`src/rtl/mem_arbiter.sv`:
```
// Two-port (instruction fetch / data memory) arbiter onto one variable-latency memory port.
// Define MEM_ARBITER_PERF_EN to add stall-cycle and grant counters.
module mem_arbiter (
    input  logic        clk_i,
    input  logic        rst_i,
    input  logic        if_req_i,
    input  logic [31:0] if_addr_i,
    output logic [31:0] if_rdata_o,
    output logic        if_ack_o,
    input  logic        dm_req_i,
    input  logic        dm_we_i,
    input  logic [31:0] dm_addr_i,
    input  logic [31:0] dm_wdata_i,
    output logic [31:0] dm_rdata_o,
    output logic        dm_ack_o,
    output logic        mem_req_o,
    output logic        mem_we_o,
    output logic [31:0] mem_addr_o,
    output logic [31:0] mem_wdata_o,
    input  logic [31:0] mem_rdata_i,
    input  logic        mem_ack_i,
    output logic        stall_o,
    output logic        err_o
`ifdef MEM_ARBITER_PERF_EN
    ,
    output logic [31:0] stall_cycles_o,
    output logic [15:0] if_grants_o,
    output logic [15:0] dm_grants_o
`endif
);

    typedef enum logic [1:0] {IDLE, IF_ACC, DM_ACC, DONE} state_t;

    state_t     state;
    state_t     next_state;
    logic [7:0] wait_cnt;
    logic       grant_if;
    logic       grant_dm;
    logic       acc_done;
    logic       acc_timeout;
    logic       in_acc;

    assign in_acc  = (state == IF_ACC) || (state == DM_ACC);
    assign stall_o = (if_req_i && !if_ack_o) || (dm_req_i && !dm_ack_o);

    // Data port wins ties because it belongs to the older instruction.
    always_comb begin
        next_state  = state;
        grant_if    = 1'b0;
        grant_dm    = 1'b0;
        acc_done    = 1'b0;
        acc_timeout = 1'b0;
        case (state)
            IDLE: begin
                if (dm_req_i) begin
                    next_state = DM_ACC;
                    grant_dm   = 1'b1;
                end else if (if_req_i) begin
                    next_state = IF_ACC;
                    grant_if   = 1'b1;
                end
            end
            IF_ACC, DM_ACC: begin
                if (mem_ack_i) begin
                    next_state = DONE;
                    acc_done   = 1'b1;
                end else if (wait_cnt == 8'd254) begin
                    // This cycle is the 255th without an ack.
                    next_state  = DONE;
                    acc_timeout = 1'b1;
                end
            end
            DONE:    next_state = IDLE;
            default: next_state = IDLE;
        endcase
    end

    always_ff @(posedge clk_i) begin
        if (!rst_i) begin
            state <= IDLE;
        end else begin
            state <= next_state;
        end
    end

    always_ff @(posedge clk_i) begin
        if (!rst_i) begin
            mem_req_o   <= 1'b0;
            mem_we_o    <= 1'b0;
            mem_addr_o  <= 32'h0;
            mem_wdata_o <= 32'h0;
            if_rdata_o  <= 32'h0;
            dm_rdata_o  <= 32'h0;
            if_ack_o    <= 1'b0;
            dm_ack_o    <= 1'b0;
            err_o       <= 1'b0;
            wait_cnt    <= 8'd0;
        end else begin
            if_ack_o <= (state == IF_ACC) && (acc_done || acc_timeout);
            dm_ack_o <= (state == DM_ACC) && (acc_done || acc_timeout);

            if (grant_dm) begin
                mem_req_o   <= 1'b1;
                mem_we_o    <= dm_we_i;
                mem_addr_o  <= dm_addr_i;
                mem_wdata_o <= dm_wdata_i;
                wait_cnt    <= 8'd0;
            end else if (grant_if) begin
                mem_req_o   <= 1'b1;
                mem_we_o    <= 1'b0;
                mem_addr_o  <= if_addr_i;
                mem_wdata_o <= 32'h0;
                wait_cnt    <= 8'd0;
            end else if (acc_done || acc_timeout) begin
                mem_req_o <= 1'b0;
                mem_we_o  <= 1'b0;
            end else if (in_acc) begin
                wait_cnt <= wait_cnt + 8'd1;
            end

            if (acc_done && !mem_we_o) begin
                if (state == IF_ACC) begin
                    if_rdata_o <= mem_rdata_i;
                end else begin
                    dm_rdata_o <= mem_rdata_i;
                end
            end

            if (acc_timeout) begin
                err_o <= 1'b1;
            end
        end
    end

`ifdef MEM_ARBITER_PERF_EN
    // All counters saturate rather than wrap.
    always_ff @(posedge clk_i) begin
        if (!rst_i) begin
            stall_cycles_o <= 32'h0;
            if_grants_o    <= 16'h0;
            dm_grants_o    <= 16'h0;
        end else begin
            if (stall_o && (stall_cycles_o != 32'hFFFF_FFFF)) begin
                stall_cycles_o <= stall_cycles_o + 32'd1;
            end
            if (grant_if && (if_grants_o != 16'hFFFF)) begin
                if_grants_o <= if_grants_o + 16'd1;
            end
            if (grant_dm && (dm_grants_o != 16'hFFFF)) begin
                dm_grants_o <= dm_grants_o + 16'd1;
            end
        end
    end
`endif

endmodule

```
`config.mk`:
```
export PLATFORM = sky130hd
export DESIGN_NAME = mem_arbiter
export DESIGN_NICKNAME = d
export VERILOG_FILES = /design/src/rtl/mem_arbiter.sv
export SDC_FILE = /design/constraint.sdc
export NUM_CORES = 1
export LEC_CHECK = 0
export BUFFER_PORTS_ARGS = -buffer_cell sky130_fd_sc_hd__buf_2
export CAP_MARGIN = 20
export CELL_PAD_IN_SITES_DETAIL_PLACEMENT = 1
export CELL_PAD_IN_SITES_GLOBAL_PLACEMENT = 1
export CORE_UTILIZATION = 33
export CTS_CLUSTER_DIAMETER = 30
export DETAILED_ROUTE_END_ITERATION = 10
export GPL_TIMING_DRIVEN = 0
export PLACE_DENSITY = 0.78
export SKIP_CTS_REPAIR_TIMING = 1
export SLEW_MARGIN = 20
export SYNTH_ARGS = -nofsm -noshare
export SYNTH_HDL_FRONTEND = slang
export SYNTH_SLANG_ARGS = --single-unit
```
`constraint.sdc`:
```
create_clock -name clk_i -period 2.1 [get_ports clk_i]
set_clock_uncertainty 0.1 [all_clocks]
set_input_delay 0 -clock clk_i [delete_from_list [all_inputs] [get_ports clk_i]]
set_output_delay 0 -clock clk_i [all_outputs]
set_load 0.01 [all_outputs]
```
Word level (Yosys, flattened, before mapping)
Index checks and enable logic that the tools add are counted.
- bitwise operators: 3
- equal/unequal tests: 6
- mux-type cells: 24
- reductions and logical operators: 20
- $add $sub $neg: 1
- operator list (operator ; number):
    2-to-1 mux 32 bit ; 4
    2-to-1 mux 1 bit ; 15
    adder 8 x 1 -> 8 bit, second input constant ; 1
    equality test 8 bit, second input constant ; 1
    2-to-1 mux 2 bit ; 4
    AND reduction 2 bit ; 4
    inequality test 3 bit, second input constant ; 2
    one-hot mux 2 bit (3 select lines) ; 1
    logical AND 1 bit ; 5
    equality test 2 bit, second input constant ; 2
    logical NOT 1 bit ; 3
    logical OR 1 bit ; 3
    inverter 1 bit ; 3
    nonzero test 3 bit ; 1
    OR reduction 3 bit ; 1
    equality test 2 x 1 -> 1 bit, second input constant ; 1
    logical NOT 2 bit ; 1
    nonzero test 2 bit ; 1
    OR reduction 2 bit ; 1
- logic and storage cells: 65
- input port bits: 134
- output and inout bits: 134
- register bits after elaboration: 143

Logic depth before layout (Yosys ltp)
Gate-level depths: netlist of the first run.
- word-level depth: 8
- depth in mapped cells: 8

Worst setup path after synthesis of the first run
OpenSTA, ideal clock, no wires.
- path kind: register -> register
- start point: reg state[0]
- end point: reg dm_rdata_o[11]
- library setup time: 0.116 ns
- arrival: 1.533 ns
- data required time: 1.884 ns
- period minus slack after synthesis: 1.749 ns
- setup slack: 0.351 ns
- path buffers: 2
- cell stages (with the launch flop): 9
- cells stage by stage: dfxtp_1 inv_1 ha_1 nand2_2 or3_1 buf_2 buf_6 nand2_1 a21boi_1
- longest elaborated chain between the ends: 5
- RTL lines (element ; RTL line ; text):
    start, declared ; 34 ; state_t state;
    start signal, assigned ; 82 ; state <= next_state;
    equality test 2 x 1 -> 1 bit / equality test 2 bit (equally long branches) ; 53, 122 ;
    OR reduction 2 bit ; 53 ; case (state)
    2-to-1 mux 1 bit ; 53 ;
    logical AND 1 bit ; 121 ; if (acc_done && !mem_we_o) begin
    AND reduction 2 bit (no line) (*) ; -- ;
    end signal, assigned ; 125 ; dm_rdata_o <= mem_rdata_i;
    end, declared ; 14 ; output logic [31:0] dm_rdata_o,
Every way passes the cells marked *; elsewhere a longest branch is shown, timed or not.
A chain may end at the register's enable or synchronous reset.

Worst setup path in the final report of the first run
- start point: reg state[0]
- end point: reg mem_addr_o[11]
- longest elaborated chain between the ends: 3
- RTL lines (element ; RTL line ; text):
    logical NOT 2 bit (*) ; 53 ;
    2-to-1 mux 1 bit ; 53 ;
    2-to-1 mux 32 bit / nonzero test 2 bit (equally long branches) ; -- ;
    end signal, assigned ; 105 ; mem_addr_o <= dm_addr_i;
    end signal, assigned ; 111 ; mem_addr_o <= if_addr_i;
    end, declared ; 18 ; output logic [31:0] mem_addr_o,
Marked as above.

==> results.yml, run 1 <==
sta:
  tightest_slew_ps: 612
  maxSlewViolCount: 0
  holdWs_ps: -21.3
  hold_viol_final: 6
  fin_crit_sh_pct: 105
  finalSetupViolations: 3
  clock.fmax_mhz: 455
  min_period_ps: 2200
  relSlewSlack_pct: 59.2
  worst_slack_ps: -99.4
synthesis:
  synth_edf_count: 0
  synth.distinct_cells: 39
  yosysTopAreaCellShare_pct: 51.0
  synth_fp_nets: 759
  synth-warning-count: 0
  synth.area.top_cells: "dfxtp_1 51%, nand2_1 11%, a21boi_1 7.8%"
  async_flop_share_pct: 0
  synth_seq_area_share_pct: 51.0
  ys_ff_latch: 143
  avgSynthCellArea_um2: 9.06
  postSynthCellCount: 620
  netlist_area_um2: 5620
  synth_top_cell_by_area: "dfxtp_1"
  ys.flop_type: "dfxtp_1"
route:
  drtIter0Drc: 191
  ant_nets: 0
  vias: 6296
  drtPass1Iterations: 4
  drc_errors: 0
  wirelength_mm: 22.7
  wl_per_cell_um: 17.9
  avgViaCountPerCell: 4.97
setup_path:
  cp_slowest_cell: "clkbuf_1"
  required_ps: 2360
  worstReg2RegStart: "state[0]"
  r2r_end: "mem_addr_o[11]"
  critical_path_class: "flop to flop"
  worstPathCellList: "inv_1 > ha_4 > buf_2 > nand2_1 > clkbuf_1 > nand2_1 > nand3_1 > o211a_1"
  cp.arrival_ps: 2460
  cp_slowest_stage_delay_ps: 480
  crit_path_frequent_cell: "nand2_1"
  cp-end-kind: "flop"
  r2r_slack_ps: -100
  critPathLaunchType: "flop"
  cp_max_fo: 10
  reg2reg_depth: 8
clock_network:
  path_clk_slew_ps: 70
  root_buffer: "clkbuf_16"
  cts_max_level: 4
  clock-sinks: 143
  insertion_delay_ps: 420
  tritoncts: "yes"
  numCtsBuffers: 17
  clock_path_buffers: 2
min_path:
  holdPathEnd: "mem_addr_o[0]"
  hp-class: "primary input to flop"
  worstHoldStart: "dm_req_i"
  min_path_cells: 4
global_routing:
  grt_use_met1_pct: 23.8
  grt_pass1_wl_mm: 28.5
  antenna_found_initial: 0
  use_met2_pct: 35.7
  gr-max-usage-layer: "met2"
  grt_pass1_vias: 5641
  grt_max_degree: 17
  met3_usage_pct: 6.44
  overflow: 0
  grt_use_total_pct: 20.4
layout:
  drive_above_1_share_pct: 31.6
  final_nets: 1174
  fillers: 1974
  area_growth_pct: 62.2
  diodes: 0
  design_area_um2: 9110
pwr:
  peakVddDrop_uv: 590
  powerDensity_nw_per_um2: 1110
  leakagePower_nw: 4.45
  p_total_w: 0.0101
status:
  status: "complete, but fails checks"
  violations: "negative hold slack, negative setup slack"
floorplan:
  start_util_pct: 33.9
  dieWidth_um: 132
  die_area_um2: 17500
  ios: 268
  rows: 47
  fp.dieH_um: 132
  core_area_um2: 16600
placement:
  dpl_cell_area_um2: 7220
  place.gp.congestion: 0.813
  dp_hpwl_mm: 13.7
  port_buffers: 266
run:
  drv_cap: 0
## cell usage after synthesis (2+ instances only)
master,n
mux2i_1,2
a211oi_1,2
xor2_1,3
dfxtp_1,143
nand2b_1,2
nand3_1,68
nor2_1,8
o211a_1,32
buf_2,18
nand2_1,169
inv_1,6
o21a_1,3
a21oi_1,2
a22o_1,32
buf_4,3
and3_1,4
o21ai_0,3
nand4_1,2
nor2b_1,3
ha_1,5
clkbuf_1,26
buf_6,3
xnor2_1,3
a21boi_0,6
a21boi_1,58
## per-layer routing
metal  vias up  share of wire [%]
li1       2970                  -
met1      3026                 40
met2       259                 51
met3        41                6.5
met4         0                2.2
met5         -                  0
## stage by stage
stage	std cells	worst slack, ps	util (%)	setup TNS [ps]
after global routing	1267	-171	54.9	-764
final	1267	-99.4	54.9	-135
after CTS	1137	-12.6	46.9	-12.6
after detailed placement	1106	22.7	43.6	0
after global placement	1106	46.6	43.6	0
after floorplan	620	351	-	0
## power by group
group,internal (W),leakage (nW),switching (W)
sequential,0.00330,1.17,0.000352
combinational,0.00147,3.01,0.00212
clock,0.00165,0.264,0.00120
total,0.00642,4.45,0.00367
## cell type report
| type | count | area [um^2] | share of cell area [%] |
|---|---|---|---|
| tap | 220 | 275 | 3.02 |
| inverter | 6 | 22.5 | 0.247 |
| sequential | 143 | 2860 | 31.4 |
| clock inverter | 13 | 115 | 1.26 |
| multi-input combinational | 421 | 2510 | 27.6 |
| timing repair buffer | 396 | 2630 | 28.9 |
| buffer | 50 | 253 | 2.77 |
| clock buffer | 18 | 439 | 4.82 |
## cell usage in the layout (no fill, tap or decap), drive strengths merged, types with 32 or more instances in the layout
master       instances
o211a               32
nand2              170
buf                288
dfxtp              143
nand3               68
a22o                32
dlygate4sd3        130
clkbuf              46
a21boi              64
## registers in the layout, summed over array words and instances, names as in the netlist
register	flops
if_ack_o	1
mem_req_o	1
mem_addr_o	32
wait_cnt	8
err_o	1
dm_rdata_o	32
state	2
dm_ack_o	1
mem_wdata_o	32
if_rdata_o	32
mem_we_o	1
## cells by family after synthesis
group | Yosys count | synth area share [%]
muxes | 2 | 0.356
xor gates and xnor gates | 6 | 0.936
DFF | 143 | 51.0
AOI/OAI and AO/OA | 144 | 21.6
buffers and inverters | 56 | 4.74
and+or+nand+nor | 264 | 20.3
adders and majority gates | 5 | 1.11
## worst max path at each step
| stage | from | to | slack [ps] | cells past startpoint |
|---|---|---|---|---|
| after floorplan | state[0] | dm_rdata_o[11] | 350 | 8 |
| after global placement | state[0] | if_rdata_o[15] | 50 | 7 |
| after detailed placement | state[0] | dm_rdata_o[30] | 20 | 7 |
| after CTS | state[0] | if_rdata_o[10] | -10 | 7 |
| after global routing | state[1] | mem_addr_o[11] | -170 | 8 |
| final | state[0] | mem_addr_o[11] | -100 | 8 |
## critical path, delay by kind of cell (launching register included)
| kind | cells | cell delay [ps] |
|---|---|---|
| simple gates | 3 | 560 |
| buf+inv | 3 | 760 |
| flops | 1 | 350 |
| compound gates | 1 | 190 |
| fa+ha+maj | 1 | 170 |
Note: power is estimated with default switching activity, not from simulation.
==> run 2: changes to the inputs <==
==> constraint.sdc (replaced) <==
create_clock -name clk_i -period 2.34 [get_ports clk_i]
set_clock_uncertainty 0.1 [all_clocks]
set_input_delay 0 -clock clk_i [delete_from_list [all_inputs] [get_ports clk_i]]
set_output_delay 0 -clock clk_i [all_outputs]
set_load 0.01 [all_outputs]
==> run 2 against run 1 <==
Compared with the run above: the run now ends clean; critical path depth unchanged; combinational power decreased by 11%; global-route usage unchanged; non-clock buffer count increased by 1; flip-flop and latch count unchanged; setup slack improved by 300 ps; sequential power decreased by 10%; critical endpoint is now mem_addr_o[1].
==> results.yml, run 2 (synthesized netlist as in run 1, its figures left out) <==
route:
  ant_nets: 0
  wirelength_mm: 22.4
  avgViaCountPerCell: 4.96
  vias: 6288
  drc_errors: 0
  drtPass1Iterations: 4
  drtIter0Drc: 167
  wl_per_cell_um: 17.7
setup_path:
  cp.arrival_ps: 2340
  cp-end-kind: "flop"
  r2r_slack_ps: 200
  cp_max_fo: 10
  critPathLaunchType: "flop"
  required_ps: 2540
  critical_path_class: "flop to flop"
layout:
  drive_above_1_share_pct: 31.2
  finish.utilization_pct: 54.8
  area_growth_pct: 61.8
  diodes: 0
  final_nets: 1175
  fillers: 1972
  layout_common_cells: "284 x buf_2, 169 x nand2_1, 143 x dfxtp_1"
  layout_commonest_cell: "buf_2"
floorplan:
  core_area_um2: 16600
  dieWidth_um: 132
  start_util_pct: 33.9
  ios: 268
  die_area_um2: 17500
  fp.dieH_um: 132
  rows: 47
pwr:
  powerDensity_nw_per_um2: 991
  leakagePower_nw: 4.44
  peakVddDrop_uv: 535
clock_network:
  numCtsBuffers: 17
  clock-sinks: 143
  path_clk_slew_ps: 60
  tritoncts: "yes"
  cts_max_level: 4
  clock_path_buffers: 2
  insertion_delay_ps: 410
  root_buffer: "clkbuf_16"
global_routing:
  antenna_found_initial: 0
  grt_pass1_wl_mm: 28.5
  grt_max_degree: 17
  grt_pass1_vias: 5641
  overflow: 0
  grt_use_total_pct: 20.4
placement:
  dp_hpwl_mm: 13.7
  place.gp.congestion: 0.813
  port_buffers: 266
sta:
  finalSetupViolations: 0
  maxSlewViolCount: 0
  rsz0062_at_grt: "no"
  relSlewSlack_pct: 59.0
  tightest_slew_ps: 615
  min_period_ps: 2140
  tns_ps: 0
  hold_viol_final: 0
  clock.fmax_mhz: 467
  fin_crit_sh_pct: 91.5
min_path:
  hp-class: "primary input to flop"
run:
  drv_cap: 0
status:
  status: "complete, no violations"
## run 2: changes by cell type in the layout (fill, tap and decap cells not counted)
cell | previous run | this run
nor3_2 | 0 | 1
dlygate4sd3_1 | 130 | 131
ha_4 | 1 | 0
clkbuf_4 | 2 | 0
buf_2 | 282 | 284
ha_1 | 4 | 5
clkbuf_1 | 23 | 26
nor3b_2 | 0 | 1
clkbuf_2 | 3 | 0
nor3_4 | 1 | 0
nor3b_4 | 1 | 0
## run 2: cell type report
cell class                      count  area, um^2  area share, %
Sequential cell                   143        2860           31.5
Timing Repair Buffer              397        2640           29.1
Multi-Input combinational cell    421        2490           27.4
Clock buffer                       18         439           4.83
Tap cell                          220         275           3.03
Buffer                             50         244           2.68
Clock inverter                     13         115           1.27
Inverter                            6        22.5          0.248
## run 2: final timing paths
path | from | depth (start not counted) | end
max | state[0] | 8 | mem_addr_o[1]
min | rst_i | 3 | wait_cnt[5]
max reg2reg | state[0] | 8 | mem_addr_o[1]
min reg2reg | dm_rdata_o[16] | 2 | dm_rdata_o[16]
## run 2: through the flow
| step | setup WS, ps | hold WS, ps | area (um^2) | total power [W] | instances |
|---|---|---|---|---|---|
| after floorplan | 591 | 8.62 | 5620 | 0.00501 | 620 |
| after global placement | 287 | 109 | 7220 | 0.00611 | 1106 |
| after detailed placement | 263 | 117 | 7220 | 0.00617 | 1106 |
| after CTS | 227 | -329 | 7780 | 0.00876 | 1137 |
| after global routing | 51.7 | 66.5 | 9090 | 0.00952 | 1268 |
| final | 198 | 41.5 | 9090 | 0.00901 | 1268 |
## run 2: critical path, cell delays in order (launching register included)
cell,delay (ps)
dfxtp_1,320
inv_1,100
ha_1,180
buf_2,230
nand2_1,210
nand2_1,130
nand3_1,70
dlygate4sd3_1,560
o211a_1,130
## run 2: where the power goes
group          internal [W]  switching, W  leakage (nW)
registers           0.00296      0.000306          1.17
clock network       0.00148       0.00107         0.264
logic               0.00131       0.00189          3.01
total               0.00575       0.00326          4.44
## run 2: per-layer routing
metal	vias up	global-route usage [%]	part of all wire, %
met1	3015	23.8	40
li1	2977	-	-
met2	248	35.7	51
met3	48	6.44	6.3
met5	-	0	0
met4	0	5.81	2.8
==> run 3: changes to the inputs <==
--- a/config.mk
+++ b/config.mk
@@ -9,11 +9,11 @@
 export CAP_MARGIN = 20
 export CELL_PAD_IN_SITES_DETAIL_PLACEMENT = 1
 export CELL_PAD_IN_SITES_GLOBAL_PLACEMENT = 1
-export CORE_UTILIZATION = 33
+export CORE_UTILIZATION = 36
 export CTS_CLUSTER_DIAMETER = 30
 export DETAILED_ROUTE_END_ITERATION = 10
 export GPL_TIMING_DRIVEN = 0
-export PLACE_DENSITY = 0.78
+export PLACE_DENSITY = 0.84
 export SKIP_CTS_REPAIR_TIMING = 1
 export SLEW_MARGIN = 20
 export SYNTH_ARGS = -nofsm -noshare
==> constraint.sdc (replaced) <==
create_clock -name clk_i -period 2.7 [get_ports clk_i]
set_clock_uncertainty 0.1 [all_clocks]
set_input_delay 0.54 -clock clk_i [delete_from_list [all_inputs] [get_ports clk_i]]
set_output_delay 0.54 -clock clk_i [all_outputs]
set_load 0.01 [all_outputs]
==> run 3 against run 2 <==
Compared with the run above: setup slack gained 380 ps; non-clock buffer count shrank 131; utilization shrank 3.4 points; critical path depth shrank 1; hold slack gained 190 ps; first-iteration DRC count grew 9.6%; global-route usage grew 2.5 points; largest power group unchanged.
==> results.yml, run 3 (synthesized netlist as in run 1, its figures left out) <==
layout:
  final_nets: 1044
  area_growth_pct: 39.1
  drive_above_1_share_pct: 35.6
  register_area_um2: 2860
  finish.utilization_pct: 51.4
  multi_input_area_um2: 2490
  fin_cells: 1106
  layout_commonest_cell: "buf_2"
  diodes: 0
  layout_common_cells: "284 x buf_2, 169 x nand2_1, 143 x dfxtp_1"
  design_area_um2: 7810
  fillers: 1916
clock_network:
  numCtsBuffers: 17
  clock_path_buffers: 2
  insertion_delay_ps: 410
  root_buffer: "clkbuf_16"
  path_clk_slew_ps: 60
  clock-sinks: 143
  tritoncts: "yes"
  cts_max_level: 4
sta:
  fin_crit_sh_pct: 78.7
  rsz0062_at_grt: "no"
  tns_ps: 0
  maxSlewViolCount: 0
  min_period_ps: 2130
  holdWs_ps: 231
  hold_viol_final: 0
  clock.fmax_mhz: 470
  relSlewSlack_pct: 60.9
  tightest_slew_ps: 587
  finalSetupViolations: 0
setup_path:
  worstPathCellList: "inv_1 > ha_1 > nand2_2 > nor3b_2 > buf_2 > nand2_1 > a21boi_1"
  path_buf_inv: 2
  r2r_end: "if_rdata_o[12]"
  critPathLaunchType: "flop"
  worstReg2RegStart: "state[1]"
  cp_max_fo: 10
  cp.arrival_ps: 2370
  reg2reg_depth: 7
  cp_slowest_stage_delay_ps: 440
  cp-end-kind: "flop"
  r2r_slack_ps: 570
  cp_top_family: "simple AND/OR/NAND/NOR gates"
  critical_path_class: "flop to flop"
  cp_slowest_cell: "ha_1"
  required_ps: 2940
global_routing:
  grt_use_total_pct: 22.9
  antenna_found_initial: 0
  overflow: 0
  grt_pass1_vias: 5766
  grt_pass1_wl_mm: 29.0
  grt_max_degree: 17
route:
  drtIter0Drc: 183
  wl_per_cell_um: 16.3
  drtPass1Iterations: 4
  ant_nets: 0
  wirelength_mm: 18.0
  vias: 5527
  avgViaCountPerCell: 5.00
  drc_errors: 0
placement:
  dpl_cell_area_um2: 7180
  place.gp.congestion: 0.792
  port_buffers: 266
  dp_cells: 1074
  dp_hpwl_mm: 13.7
floorplan:
  ios: 268
  die_area_um2: 16100
  fp.dieH_um: 127
  rows: 45
  dieWidth_um: 127
  start_util_pct: 36.9
  core_area_um2: 15200
min_path:
  worstHoldStart: "dm_we_i"
  min_path_cells: 3
  holdPathEnd: "mem_we_o"
  hp-class: "primary input to flop"
pwr:
  power_frac_clock_pct: 32.2
  peakVddDrop_uv: 461
  power.switching_w: 0.00265
  share_seq_of_total_power_pct: 36.1
  powerDensity_nw_per_um2: 995
  pwr-share-comb_pct: 31.7
  internal_power_w: 0.00513
  leakagePower_nw: 3.94
  p_sw_share_pct: 34.1
run:
  drv_cap: 0
status:
  status: "complete, no violations"
==> run 3: cell types whose count changed in the layout (fill, tap and decap cells not counted) <==
cell and delta:
bufinv_16 +3, clkbuf_1 +1, clkinv_2 -1, clkinv_4 +2, clkinvlp_4 -3, dlygate4sd3_1 -131
inv_6 -1
==> run 3: stage by stage <==
stage	setup WS (ps)	power, W
global placement	514	0.00529
global route	349	0.00826
CTS	513	0.00788
detailed placement	466	0.00535
finish	575	0.00778
floorplan	951	0.00434
==> run 3: worst max path at each step <==
stage | cells after the start | start | slack [ps] | endpoint
6_report | 7 | state[1] | 570 | if_rdata_o[12]
5_1_grt | 7 | state[0] | 350 | if_rdata_o[12]
4_1_cts | 7 | state[1] | 510 | if_rdata_o[4]
3_5_place_dp | 5 | rst_i | 470 | state[1]
3_3_place_gp | 4 | rst_i | 510 | state[0]
2_1_floorplan | 8 | state[0] | 950 | dm_rdata_o[11]
==> run 3: cell type report <==
type                    instances  share of cell area [%]
plain buffers                  50                    3.12
clock buffers                  19                    5.67
clock inverters                13                    2.39
inverters                       6                   0.288
multi-input cells             421                    31.8
flip-flops and latches        143                    36.6
well taps                     188                    3.01
repair buffers                266                    17.0
==> run 3: worst register-to-register path: cells and delay by family, from the launching register on <==
family | cells | cell delay, ps
compound gates | 1 | 120
fa+ha+maj | 1 | 440
buf+inv | 2 | 400
flops | 1 | 360
simple gates | 3 | 640
==> run 3: routing by layer <==
metal / vias up / part of all wire (%) / GRT usage (%)
li1: 2716 / - / -
met1: 2628 / 42 / 26.5
met2: 171 / 50 / 41.1
met3: 12 / 6.2 / 6.50
met4: 0 / 1.1 / 6.37
met5: - / 0 / 0
==> run 3: power by group through the flow <==
| stage | Combinational, W | Clock [W] | Sequential, W |
|---|---|---|---|
| 3_5_place_dp | 0.00250 | 0 | 0.00285 |
| 6_report | 0.00247 | 0.00250 | 0.00281 |
| 3_3_place_gp | 0.00246 | 0 | 0.00283 |
| 5_1_grt | 0.00275 | 0.00264 | 0.00287 |
| 2_1_floorplan | 0.00131 | 0 | 0.00303 |
| 4_1_cts | 0.00252 | 0.00255 | 0.00281 |
